**src/rtl/multi_immediate_reader.sv**
```systemverilog
// Immediate fetcher: pops 0..MAX_BYTES little-endian bytes from the instruction
// byte FIFO and assembles a zero- or sign-extended immediate, with mid-read flush.
module multi_immediate_reader #(
    parameter int unsigned MAX_BYTES = 4,
    localparam int unsigned OUT_WIDTH = 8 * MAX_BYTES,
    localparam int unsigned LEN_W = $clog2(MAX_BYTES + 1)
) (
    input  logic                 clk,
    input  logic                 reset,
    input  logic                 start,
    input  logic [LEN_W-1:0]     len,
    input  logic                 sign_extend,
    input  logic                 flush,
    output logic                 busy,
    output logic                 complete,
    output logic [OUT_WIDTH-1:0] immediate,
    output logic                 fifo_rd_en,
    input  logic [7:0]           fifo_rd_data,
    input  logic                 fifo_empty
);

    localparam logic [0:0] IDLE = 1'b0;
    localparam logic [0:0] READ = 1'b1;

    logic [0:0]           state;
    logic [0:0]           state_next;
    logic [LEN_W-1:0]     len_clamped;
    logic [LEN_W-1:0]     len_q;
    logic [LEN_W-1:0]     cnt;
    logic                 sign_q;
    logic [OUT_WIDTH-1:0] shadow;
    logic [OUT_WIDTH-1:0] shadow_next;
    logic [OUT_WIDTH-1:0] assembled;
    logic                 sign_bit;
    logic                 accept;
    logic                 zero_len;
    logic                 pop;
    logic                 last_pop;

    // Requests longer than the widest immediate are clamped to MAX_BYTES
    always_comb begin
        len_clamped = len;
        if (len > LEN_W'(MAX_BYTES)) begin
            len_clamped = LEN_W'(MAX_BYTES);
        end
    end

    // Next-state and pop control; flush and reset both suppress the pop
    always_comb begin
        state_next = state;
        accept     = 1'b0;
        zero_len   = 1'b0;
        pop        = 1'b0;
        last_pop   = 1'b0;
        fifo_rd_en = 1'b0;
        case (state)
            IDLE: begin
                if (start && !flush) begin
                    if (len == '0) begin
                        zero_len = 1'b1;
                    end else begin
                        accept     = 1'b1;
                        state_next = READ;
                    end
                end
            end
            READ: begin
                if (flush) begin
                    state_next = IDLE;
                end else if (!fifo_empty) begin
                    pop        = 1'b1;
                    fifo_rd_en = 1'b1;
                    if (cnt == LEN_W'(len_q - LEN_W'(1))) begin
                        last_pop   = 1'b1;
                        state_next = IDLE;
                    end
                end
            end
            default: state_next = IDLE;
        endcase
        if (reset) begin
            fifo_rd_en = 1'b0;
            pop        = 1'b0;
            last_pop   = 1'b0;
        end
    end

    // Drop the popped byte into its lane and build the extended result
    always_comb begin
        shadow_next = shadow;
        sign_bit    = 1'b0;
        assembled   = '0;
        for (int unsigned i = 0; i < MAX_BYTES; i++) begin
            if (pop && (cnt == LEN_W'(i))) begin
                shadow_next[8*i +: 8] = fifo_rd_data;
            end
        end
        for (int unsigned i = 0; i < MAX_BYTES; i++) begin
            if (LEN_W'(i + 1) == len_q) begin
                sign_bit = shadow_next[8*i + 7];
            end
        end
        for (int unsigned i = 0; i < MAX_BYTES; i++) begin
            if (LEN_W'(i) < len_q) begin
                assembled[8*i +: 8] = shadow_next[8*i +: 8];
            end else begin
                assembled[8*i +: 8] = {8{sign_q & sign_bit}};
            end
        end
    end

    // State register
    always_ff @(posedge clk) begin
        if (reset) begin
            state <= IDLE;
        end else begin
            state <= state_next;
        end
    end

    // Latched request, working shadow and registered outputs
    always_ff @(posedge clk) begin
        if (reset) begin
            busy      <= 1'b0;
            complete  <= 1'b0;
            immediate <= '0;
            cnt       <= '0;
            len_q     <= '0;
            sign_q    <= 1'b0;
            shadow    <= '0;
        end else begin
            busy     <= (state_next == READ);
            complete <= zero_len | last_pop;
            if (accept) begin
                len_q  <= len_clamped;
                sign_q <= sign_extend;
                cnt    <= '0;
                shadow <= '0;
            end else if (pop) begin
                shadow <= shadow_next;
                cnt    <= cnt + LEN_W'(1);
            end
            if (zero_len) begin
                immediate <= '0;
            end else if (last_pop) begin
                immediate <= assembled;
            end
        end
    end

endmodule

```
**config.mk**
```make
export PLATFORM = sky130hd
export DESIGN_NAME = multi_immediate_reader
export DESIGN_NICKNAME = d
export VERILOG_FILES = /design/src/rtl/multi_immediate_reader.sv
export SDC_FILE = /design/constraint.sdc
export NUM_CORES = 1
export LEC_CHECK = 0
export CAP_MARGIN = 0
export CORE_ASPECT_RATIO = 0.6
export CORE_MARGIN = 3
export CORE_UTILIZATION = 55
export CTS_BUF_LIST = sky130_fd_sc_hd__clkbuf_8
export DETAILED_ROUTE_END_ITERATION = 6
export GPL_TIMING_DRIVEN = 0
export MAX_ROUTING_LAYER = met4
export PLACE_DENSITY = 0.9
export SLEW_MARGIN = 20
export SYNTH_ARGS = -nofsm -noshare
export SYNTH_HDL_FRONTEND = slang
export SYNTH_SLANG_ARGS = --single-unit
```
**constraint.sdc**
```tcl
create_clock -name clk -period 2.2 [get_ports clk]
set_clock_uncertainty 0.1 [all_clocks]
set_input_delay 0.22 -clock clk [delete_from_list [all_inputs] [get_ports clk]]
set_output_delay 0.22 -clock clk [all_outputs]
set_load 0.02 [all_outputs]
```
==> summary.md, run 1 <==
| Metric | Value |
|---|---|
| Final Cell Area | 4063 um^2 |
| N_diodes | 0 |
| Synth unique cells | 48 |
| Async SR Flop Fraction | 0% |
| Critical path cell sequence | inv_1 -> ha_1 -> xnor2_2 -> and4b_2 -> buf_6 -> o2111ai_4 -> o211ai_1 |
| Top cells by area, synth | dfxtp_1 (46%), mux2i_1 (6.7%), mux2_2 (4.3%), o21ai_0 (4.1%), a21oi_1 (4.0%) |
| Layout cells sized above 1 | 17.02% |
| Setup CP Type | reg2reg |
| Post-Syn Area | 3143 um^2 |
| Routed vias/inst | 5.720 |
| Commonest non-fill, non-tap cell in the layout | dfxtp_1 |
| DRC | 0 |
| Final Hold Fails | 0 |
| Overflow after GRT | 0 |
| Initial antenna violation count | 0 |
| PnR Total Power | 2.531 mW |
| Placed cells | 435 |
| 1st-iter DRT viols | 186 |
| CP Capture Type | flop |
| Tightest Pin Transition | 0.5619 ns |
| Crit path DAT | 2.29 ns |
| Final Wtd Congestion | 0.8774 |
| Fill cell count | 358 |
| Int Pwr | 1.958 mW |
| Rows | 20 |
| CP Capture Point | immediate[7] |
| Sw Share | 22.62% |
| CP startpoint | len_q[0] |
| Power Density | 622.9 nW/um^2 |
| CP max FO | 10 |
| H-Tree Depth | 3 |
| Largest net degree at the start of global routing | 12 |
| Pins Over Slew Limit | 0 |
| Hold path startpoint | reset |
| Syn nets | 334 |
| VDD IR max | 0.3752 mV |
| Gate power share | 6.0% |
| CP Launch Type | flop |
| Ys flop type | dfxtp_1 |
| Vias in the first global route | 2,573 |
| #FFs+latches synth | 73 |
| Setup TNS | 0 ns |
| Final-report setup violation count | 0 |
| NetSw | 572.4 uW |
| Die Wd | 103.6 um |
| Worst min path class | in2reg |
| # hold bufs at CTS | 0 |
| Final non-filler cell total | 453 |
| Reg2reg end | immediate[7] |
| Critical path's largest stage delay | 0.40 ns |
| Register-to-register setup slack | 0.07 ns |
| Period utilization | 96.66% |
| Clk root buf | clkbuf_8 |
| Gr usage total | 25.21% |
| Die H | 64.56 um |
| Post-Synthesis Cells | 308 |
| Data required time of the worst path | 2.37 ns |
| Most frequent cells in the layout | dfxtp_1 (70), clkdlybuf4s50_1 (49), nor2_1 (30) |
| Max Cap Viol | 0 |
| Max Fclk | 470.2 MHz |
| Final HPWL DP | 5494 um |
| Count of nets after finishing | 398 |
| Slew headroom | 62.54% |
| Core box area | 5280 um^2 |
| First-pass GRT wire length | 12,810 um |
| Top-area cell type share of the netlist area | 46.50% |
| Placed Area | 3740 um^2 |
| CTS max path bufs | 2 |
| Starting density of the core | 59.53% |
| Drt first pass iters | 4 |
| Critical path's slowest cell | dfxtp_4 |
| Routed WL | 8142 um |
| EDFF count, synth | 0 |
| TritonCTS buffer count | 9 |
| Synth warn | 0 |
| DR WL/cell | 17.97 um |
| Clock slew at reported path FFs | 0.08 ns |
| Status | finished clean |
| Die ar. | 6687 um^2 |
| CTS tree | yes |
| Syn Area/Cell | 10.20 um^2 |
| Post-route ant nets | 0 |
| I/O pins | 52 |
| Via count | 2,591 |
| Skew-Pair Late Insertion Delay | 0.35 ns |
| Leakage Power | 1.626 nW |
| Area leader, netlist | dfxtp_1 |
| Hold_ws | 0.004742 ns |
| R2r startpoint | len_q[0] |
| Port buffer count | 50 |
| Power share of the sequential group | 52.6% |
| Worst R2R Path Depth | 7 |
| Syn-to-layout area delta | 29.26% |
| Clock power frac | 41.4% |
| Sequential area share after synthesis | 46.50% |
| Clock sinks | 73 |
| Min Tclk post-route | 2.127 ns |
==> flip-flops by register name (all words and copies together) (netlist names) <==
register   count
shadow        32
complete       1
cnt            3
len_q          3
sign_q         1
busy           1
immediate     32
==> repair_timing <==
action                                  CTS  global route
buffers inserted                          2             1
endpoints found under the setup margin   43            60
pin swaps                                 0             3
gates resized for setup                  13            17
==> kinds of logic after synthesis <==
| family | count (synthesis) | share of synthesized area (%) |
|---|---|---|
| AO/OA/AOI/OAI | 94 | 20.66 |
| AND/OR/NAND/NOR | 74 | 12.94 |
| flip-flops | 73 | 46.50 |
| multiplexers | 34 | 11.70 |
| buffers and inverters | 20 | 3.065 |
| adder cells (fa/ha/maj) | 9 | 3.583 |
| XOR/XNOR | 4 | 1.553 |
==> how the worst min path moves through the flow <==
stage / cells past startpoint / endpoint / slack [ns]
finish: 2 / busy / 0.005
global route: 2 / busy / 0.008
CTS: 2 / busy / 0.006
detailed placement: 2 / immediate[1] / 0.36
global placement: 2 / immediate[3] / 0.35
floorplan: 2 / sign_q / 0.26
==> stage by stage <==
| stage | utilization [%] | setup WS, ns |
|---|---|---|
| 4_1_cts | 75.59 | 0.006977 |
| 6_report | 76.94 | 0.07341 |
| 3_3_place_gp | 70.83 | -0.3947 |
| 2_1_floorplan | - | 0.1422 |
| 5_1_grt | 76.94 | -0.04151 |
| 3_5_place_dp | 70.83 | -0.4977 |
==> synth_stat cells (2+ instances only) <==
library cell  instances
a21o_1                2
clkbuf_1              8
nor2b_1              14
a2bb2oi_1             7
nand2_1              13
mux2_2               12
ha_1                  9
buf_2                 2
mux2i_1              21
o211ai_4              2
xnor2_1               2
o21ai_0              26
a22oi_1              11
dfxtp_1              73
nand2b_1              2
nor2_1               31
buf_6                 2
a21oi_1              25
inv_1                 6
o21a_1               12
==> routing by layer <==
layer  track usage, %  part of all wire (%)  vias to the layer above
met5                -                     0                        -
met3            7.761                   8.5                       16
met2            37.95                    45                      108
li1                 -                     -                     1228
met4            9.287                   1.1                        0
met1            32.32                    45                     1239
==> layout make-up <==
cell class	count	area [um^2]	area share, %
flip-flops and latches	73	1468	36.13
inverters	7	26.28	0.6468
clock buffers	11	151.4	3.727
multi-input cells	215	1669	41.08
well taps	77	96.34	2.371
repair buffers	53	521.8	12.84
clock inverters	4	43.79	1.078
plain buffers	13	86.33	2.125
==> worst max-delay path: cells and delay by family, from the launching register on <==
kind                     cells  cell delay [ns]
XOR/XNOR                     1             0.17
AND/OR/NAND/NOR              1             0.37
adder cells (fa/ha/maj)      1             0.35
AO/OA/AOI/OAI                2             0.37
buffers and inverters        2             0.28
flip-flops                   1             0.40
==> power by group through the flow <==
stage / Clock, mW / Combinational [mW] / Sequential (mW)
final: 1.05 / 0.153 / 1.33
after global routing: 1.11 / 0.163 / 1.33
after CTS: 1.05 / 0.142 / 1.33
after detailed placement: 0 / 0.135 / 1.36
after global placement: 0 / 0.131 / 1.36
after floorplan: 0 / 0.0697 / 1.36
(Power assumes the default switching activity.)
==> run 2: changes to the inputs <==
- PLACE_DENSITY: 0.9 -> 0.79
- SKIP_CTS_REPAIR_TIMING: default -> 1
==> run 2 against run 1 <==
Effect of this change: first-iteration DRC count shrank 18%; die area is the same; combinational power is essentially flat; hold slack gained 0.020 ns; utilization grew 0.38 points; largest power group unchanged.
==> summary.md, run 2 (synthesis gave the netlist of run 1 again) <==
| Metric | Value |
|---|---|
| Layout cells sized above 1 | 17.02% |
| CP most frequent cell | buf_4 |
| Period utilization | 95.40% |
| Clock slew at reported path FFs | 0.07 ns |
| Routed vias/inst | 5.629 |
| Commonest non-fill, non-tap cell in the layout | dfxtp_1 |
| Max Cap Viol | 0 |
| Drt first pass iters | 5 |
| First-pass GRT wire length | 12,770 um |
| Skew-Pair Late Insertion Delay | 0.34 ns |
| Critical path cell sequence | clkdlybuf4s50_1 -> nor4b_4 -> buf_4 -> buf_4 -> nand3_4 -> o311a_4 -> o2111ai_4 -> o21ai_0 |
| Total area of sequential cells | 1465 um^2 |
| Via count | 2,550 |
| Largest net degree at the start of global routing | 13 |
| Setup CP Type | in2reg |
| Most frequent cells in the layout | dfxtp_1 (70), clkdlybuf4s50_1 (49), nor2_1 (30) |
| CTS max path bufs | 2 |
| Routed WL | 7820 um |
| R2r startpoint | len_q[0] |
| Status | finished clean |
| Final-report setup violation count | 0 |
| Leading registers by flop count | immediate (32), shadow (32) |
| Core box area | 5280 um^2 |
| N_diodes | 0 |
| Syn-to-layout area delta | 29.90% |
| Worst min path class | in2reg |
| Overflow after GRT | 0 |
| Slew headroom | 60.71% |
| Cell family with most CP delay | buffers and inverters |
| Data required time of the worst path | 2.31 ns |
| Critical path's slowest cell | clkdlybuf4s50_1 |
| Vias in the first global route | 2,460 |
| Port buffer count | 50 |
| TritonCTS buffer count | 9 |
| 1st-iter DRT viols | 153 |
| Count of nets after finishing | 398 |
| Area of the multi-input gates | 1649 um^2 |
| Die ar. | 6687 um^2 |
| Final Wtd Congestion | 0.8888 |
| Fill cell count | 392 |
| Tightest Pin Transition | 0.5894 ns |
| Clk root buf | clkbuf_8 |
| H-Tree Depth | 3 |
| Pins Over Slew Limit | 0 |
| Sw Share | 21.62% |
| Hold path startpoint | reset |
| Final Hold Fails | 0 |
| Clock power frac | 45.4% |
| Starting density of the core | 59.53% |
| Rows | 20 |
| NetSw | 586.9 uW |
| Util after Layout | 77.32% |
| Post-route ant nets | 0 |
| Max Fclk | 476.4 MHz |
| CP startpoint | flush |
| DRC | 0 |
| CTS tree | yes |
| Die H | 64.56 um |
| CP Launch Type | primary input |
| Gate power share | 5.5% |
| VDD IR max | 0.3988 mV |
| Final HPWL DP | 5497 um |
| Gr usage total | 25.03% |
| Initial antenna violation count | 0 |
| Critical path's largest stage delay | 0.52 ns |
| CP max FO | 8 |
| Crit path DAT | 2.21 ns |
| Clock sinks | 73 |
| Power Density | 665.1 nW/um^2 |
| Power share of the sequential group | 49.0% |
| Setup slack after layout | 0.1011 ns |
| Int Pwr | 2.128 mW |
| Die Wd | 103.6 um |
| I/O pins | 52 |
| CP Capture Type | flop |
| Leakage Power | 1.642 nW |
| Crit path buf inv count | 3 |
| Post-Place Worst Slack | -0.4846 ns |
| DR WL/cell | 17.26 um |
| Min Tclk post-route | 2.099 ns |
-- run 2: routing by layer --
| layer | vias up | global-route usage, % | wire length (um) |
|---|---|---|---|
| met5 | - | - | 0 |
| met4 | 0 | 6.799 | 104 |
| met3 | 11 | 8.458 | 491 |
| met2 | 71 | 36.40 | 3416 |
| met1 | 1241 | 33.56 | 3809 |
| li1 | 1227 | - | - |
-- run 2: final timing paths --
path / endpoint / slack (ns) / cells after the start
setup / recovery: immediate[11] / 0.10 / 8
hold / removal: busy / 0.02 / 2
setup reg to reg: immediate[4] / 0.12 / 7
hold reg to reg: immediate[6] / 0.37 / 2
-- run 2: power by group through the flow --
stage                     logic, mW  registers, mW  clock network, mW
final                         0.151           1.33               1.23
after global routing          0.161           1.33               1.32
after CTS                     0.140           1.33               1.25
after floorplan              0.0697           1.36                  0
after global placement        0.138           1.36                  0
after detailed placement      0.139           1.36                  0
-- run 2: worst register-to-register path, stage by stage, from the launching register on --
cell       delay (ns)
dfxtp_2          0.41
inv_1            0.10
ha_1             0.31
xnor2_1          0.23
and4b_2          0.31
nor2_2           0.34
a2bb2oi_1        0.14
nand2_1          0.09
-- run 2: metrics by stage --
step / setup TNS, ns / instances / instance area, um^2 / hold slack (ns) / power [mW]
global route: -0.01187 / 453 / 4083 / 0.02093 / 2.810
detailed placement: -24.46 / 435 / 3740 / 0.3569 / 1.500
finish: 0 / 453 / 4083 / 0.02499 / 2.715
CTS: -3.384 / 450 / 3973 / 0.01973 / 2.717
floorplan: 0 / 308 / 3143 / 0.2639 / 1.431
global placement: -22.88 / 435 / 3740 / 0.3460 / 1.499
-- run 2: cell type report --
cell class              instances  share of cell area [%]
multi-input cells             215                   40.39
flip-flops and latches         73                   35.89
repair buffers                 54                   13.06
clock buffers                   9                   3.034
clock inverters                 6                   2.666
well taps                      77                   2.360
plain buffers                  12                   1.961
inverters                       7                  0.6436
==> run 3: changes to the inputs <==
- CORE_UTILIZATION: 55 -> 53
- CTS_BUF_LIST: sky130_fd_sc_hd__clkbuf_8 -> sky130_fd_sc_hd__clkbuf_4 sky130_fd_sc_hd__clkbuf_8 sky130_fd_sc_hd__clkbuf_16
- PLACE_DENSITY: 0.79 -> 0.76
==> run 3 against run 2 <==
Effect of this change: clock power is 24% lower; via count is 0.16% higher; non-clock buffer count is 1 higher; first-iteration DRC count shrank 11%.
==> summary.md, run 3 (synthesis gave the netlist of run 1 again) <==
| Metric | Value |
|---|---|
| Status | finished clean |
| Via count | 2,554 |
| Fill cell count | 441 |
| Power share of the sequential group | 55.0% |
| Final HPWL DP | 5405 um |
| Hold path startpoint | reset |
| Clk root buf | clkbuf_8 |
| WHS Path Cells | 2 |
| Critical path's largest stage delay | 0.41 ns |
| Tightest Pin Transition | 0.6492 ns |
| Vias in the first global route | 2,429 |
| Clock slew at reported path FFs | 0.08 ns |
| R2r startpoint | len_q[0] |
| Gr usage total | 23.86% |
| Port buffer count | 50 |
| Die ar. | 6920 um^2 |
| Data required time of the worst path | 2.37 ns |
| Max Fclk | 472.2 MHz |
| Routed vias/inst | 5.576 |
| Overflow after GRT | 0 |
| Util after Layout | 71.67% |
| I/O pins | 52 |
| VDD IR max | 0.4122 mV |
| Hold EP | busy |
| TritonCTS buffer count | 9 |
| Rows | 21 |
| Starting density of the core | 55.64% |
| Period utilization | 96.25% |
| N_diodes | 0 |
| Skew-Pair Late Insertion Delay | 0.35 ns |
| Worst R2R Path Depth | 7 |
| Setup CP Type | reg2reg |
| CTS max path bufs | 2 |
| CP startpoint | len_q[0] |
| First-pass GRT wire length | 12,230 um |
| Crit path buf inv count | 2 |
| Worst min path class | in2reg |
| Placed Area | 3744 um^2 |
| Clock sinks | 73 |
| Min Tclk post-route | 2.118 ns |
| Slew headroom | 56.72% |
| CP Launch Type | flop |
| Area of the multi-input gates | 1663 um^2 |
| Cell family with most CP delay | flip-flops |
| Post-route ant nets | 0 |
| Core box area | 5649 um^2 |
| Die H | 65.65 um |
| Critical path cell sequence | inv_1 -> ha_1 -> xnor2_2 -> and4b_2 -> clkbuf_2 -> o21ai_0 -> a21oi_1 |
| Power Density | 598.2 nW/um^2 |
| Count of nets after finishing | 399 |
| 1st-iter DRT viols | 136 |
| Setup TNS | 0 ns |
| Final-report setup violation count | 0 |
| CTS tree | yes |
| Reg2reg end | immediate[16] |
| Syn-to-layout area delta | 28.82% |
| Layout cells sized above 1 | 17.46% |
| Final Hold Fails | 0 |
| CP max FO | 10 |
| Placed cells | 438 |
| Pins Over Slew Limit | 0 |
| DRC | 0 |
| Drt first pass iters | 4 |
| Final Cell Area | 4049 um^2 |
| CP Capture Type | flop |
| Leakage Power | 1.633 nW |
| Total area of sequential cells | 1465 um^2 |
| Clock power frac | 38.7% |
| Final non-filler cell total | 458 |
| Register-to-register setup slack | 0.08 ns |
| Most frequent cells in the layout | dfxtp_1 (70), clkdlybuf4s50_1 (48), nor2_1 (30) |
| Final Wtd Congestion | 0.9665 |
| Initial antenna violation count | 0 |
| Max Cap Viol | 0 |
| Die Wd | 105.4 um |
| H-Tree Depth | 3 |
| Commonest non-fill, non-tap cell in the layout | dfxtp_1 |
| Int Pwr | 1.811 mW |
| Largest net degree at the start of global routing | 14 |
| NetSw | 610.7 uW |
| Routed WL | 7745 um |
| Crit path DAT | 2.29 ns |
| DR WL/cell | 16.91 um |
| Gate power share | 6.4% |
| Critical path's slowest cell | dfxtp_2 |
| Leading registers by flop count | immediate (32), shadow (32) |
| Sw Share | 25.21% |
==> run 3: changes by cell type in the layout (fill, tap and decap cells not counted), sizes merged <==
cell | previous run | this run
clkinv | 0 | 4
bufinv | 3 | 0
clkbuf | 15 | 17
clkdlybuf4s50 | 49 | 48
clkinvlp | 2 | 1
dlymetal6s2s | 1 | 2
==> run 3: cell type report <==
type,instances,share of cell area (%)
inverters,7,0.6489
clock inverters,6,1.082
well taps,80,2.472
multi-input cells,215,41.07
clock buffers,10,3.245
flip-flops and latches,73,36.19
plain buffers,13,2.070
repair buffers,54,13.23
==> run 3: worst max-delay path by stage <==
stage	endpoint	slack (ns)	cells past startpoint
finish	immediate[16]	0.08	7
global route	immediate[7]	-0.007	7
CTS	immediate[13]	-0.23	7
detailed placement	cnt[1]	-0.51	7
global placement	cnt[2]	-0.44	7
floorplan	immediate[7]	0.14	5
==> run 3: layer usage <==
| metal | vias up | global-route usage [%] | routed length, um |
|---|---|---|---|
| met3 | 11 | 8.047 | 604 |
| met5 | - | - | 0 |
| met2 | 90 | 34.29 | 3354 |
| li1 | 1229 | - | - |
| met1 | 1224 | 31.69 | 3683 |
| met4 | 0 | 7.692 | 102 |
==> run 3: per-stage QoR <==
step,power (mW),hold WS [ns],worst slack [ns]
6_report,2.422,0.02322,0.08246
5_1_grt,2.495,0.01924,-0.006828
3_5_place_dp,1.502,0.3531,-0.5064
2_1_floorplan,1.431,0.2639,0.1422
4_1_cts,2.422,0.01538,-0.2310
3_3_place_gp,1.499,0.3442,-0.4438
==> run 3: power by group through the flow <==
stage | Sequential (mW) | Combinational, mW | Clock, mW
after global routing | 1.33 | 0.164 | 0.998
after global placement | 1.36 | 0.138 | 0
final | 1.33 | 0.154 | 0.937
after floorplan | 1.36 | 0.0697 | 0
after detailed placement | 1.36 | 0.140 | 0
after CTS | 1.33 | 0.141 | 0.950
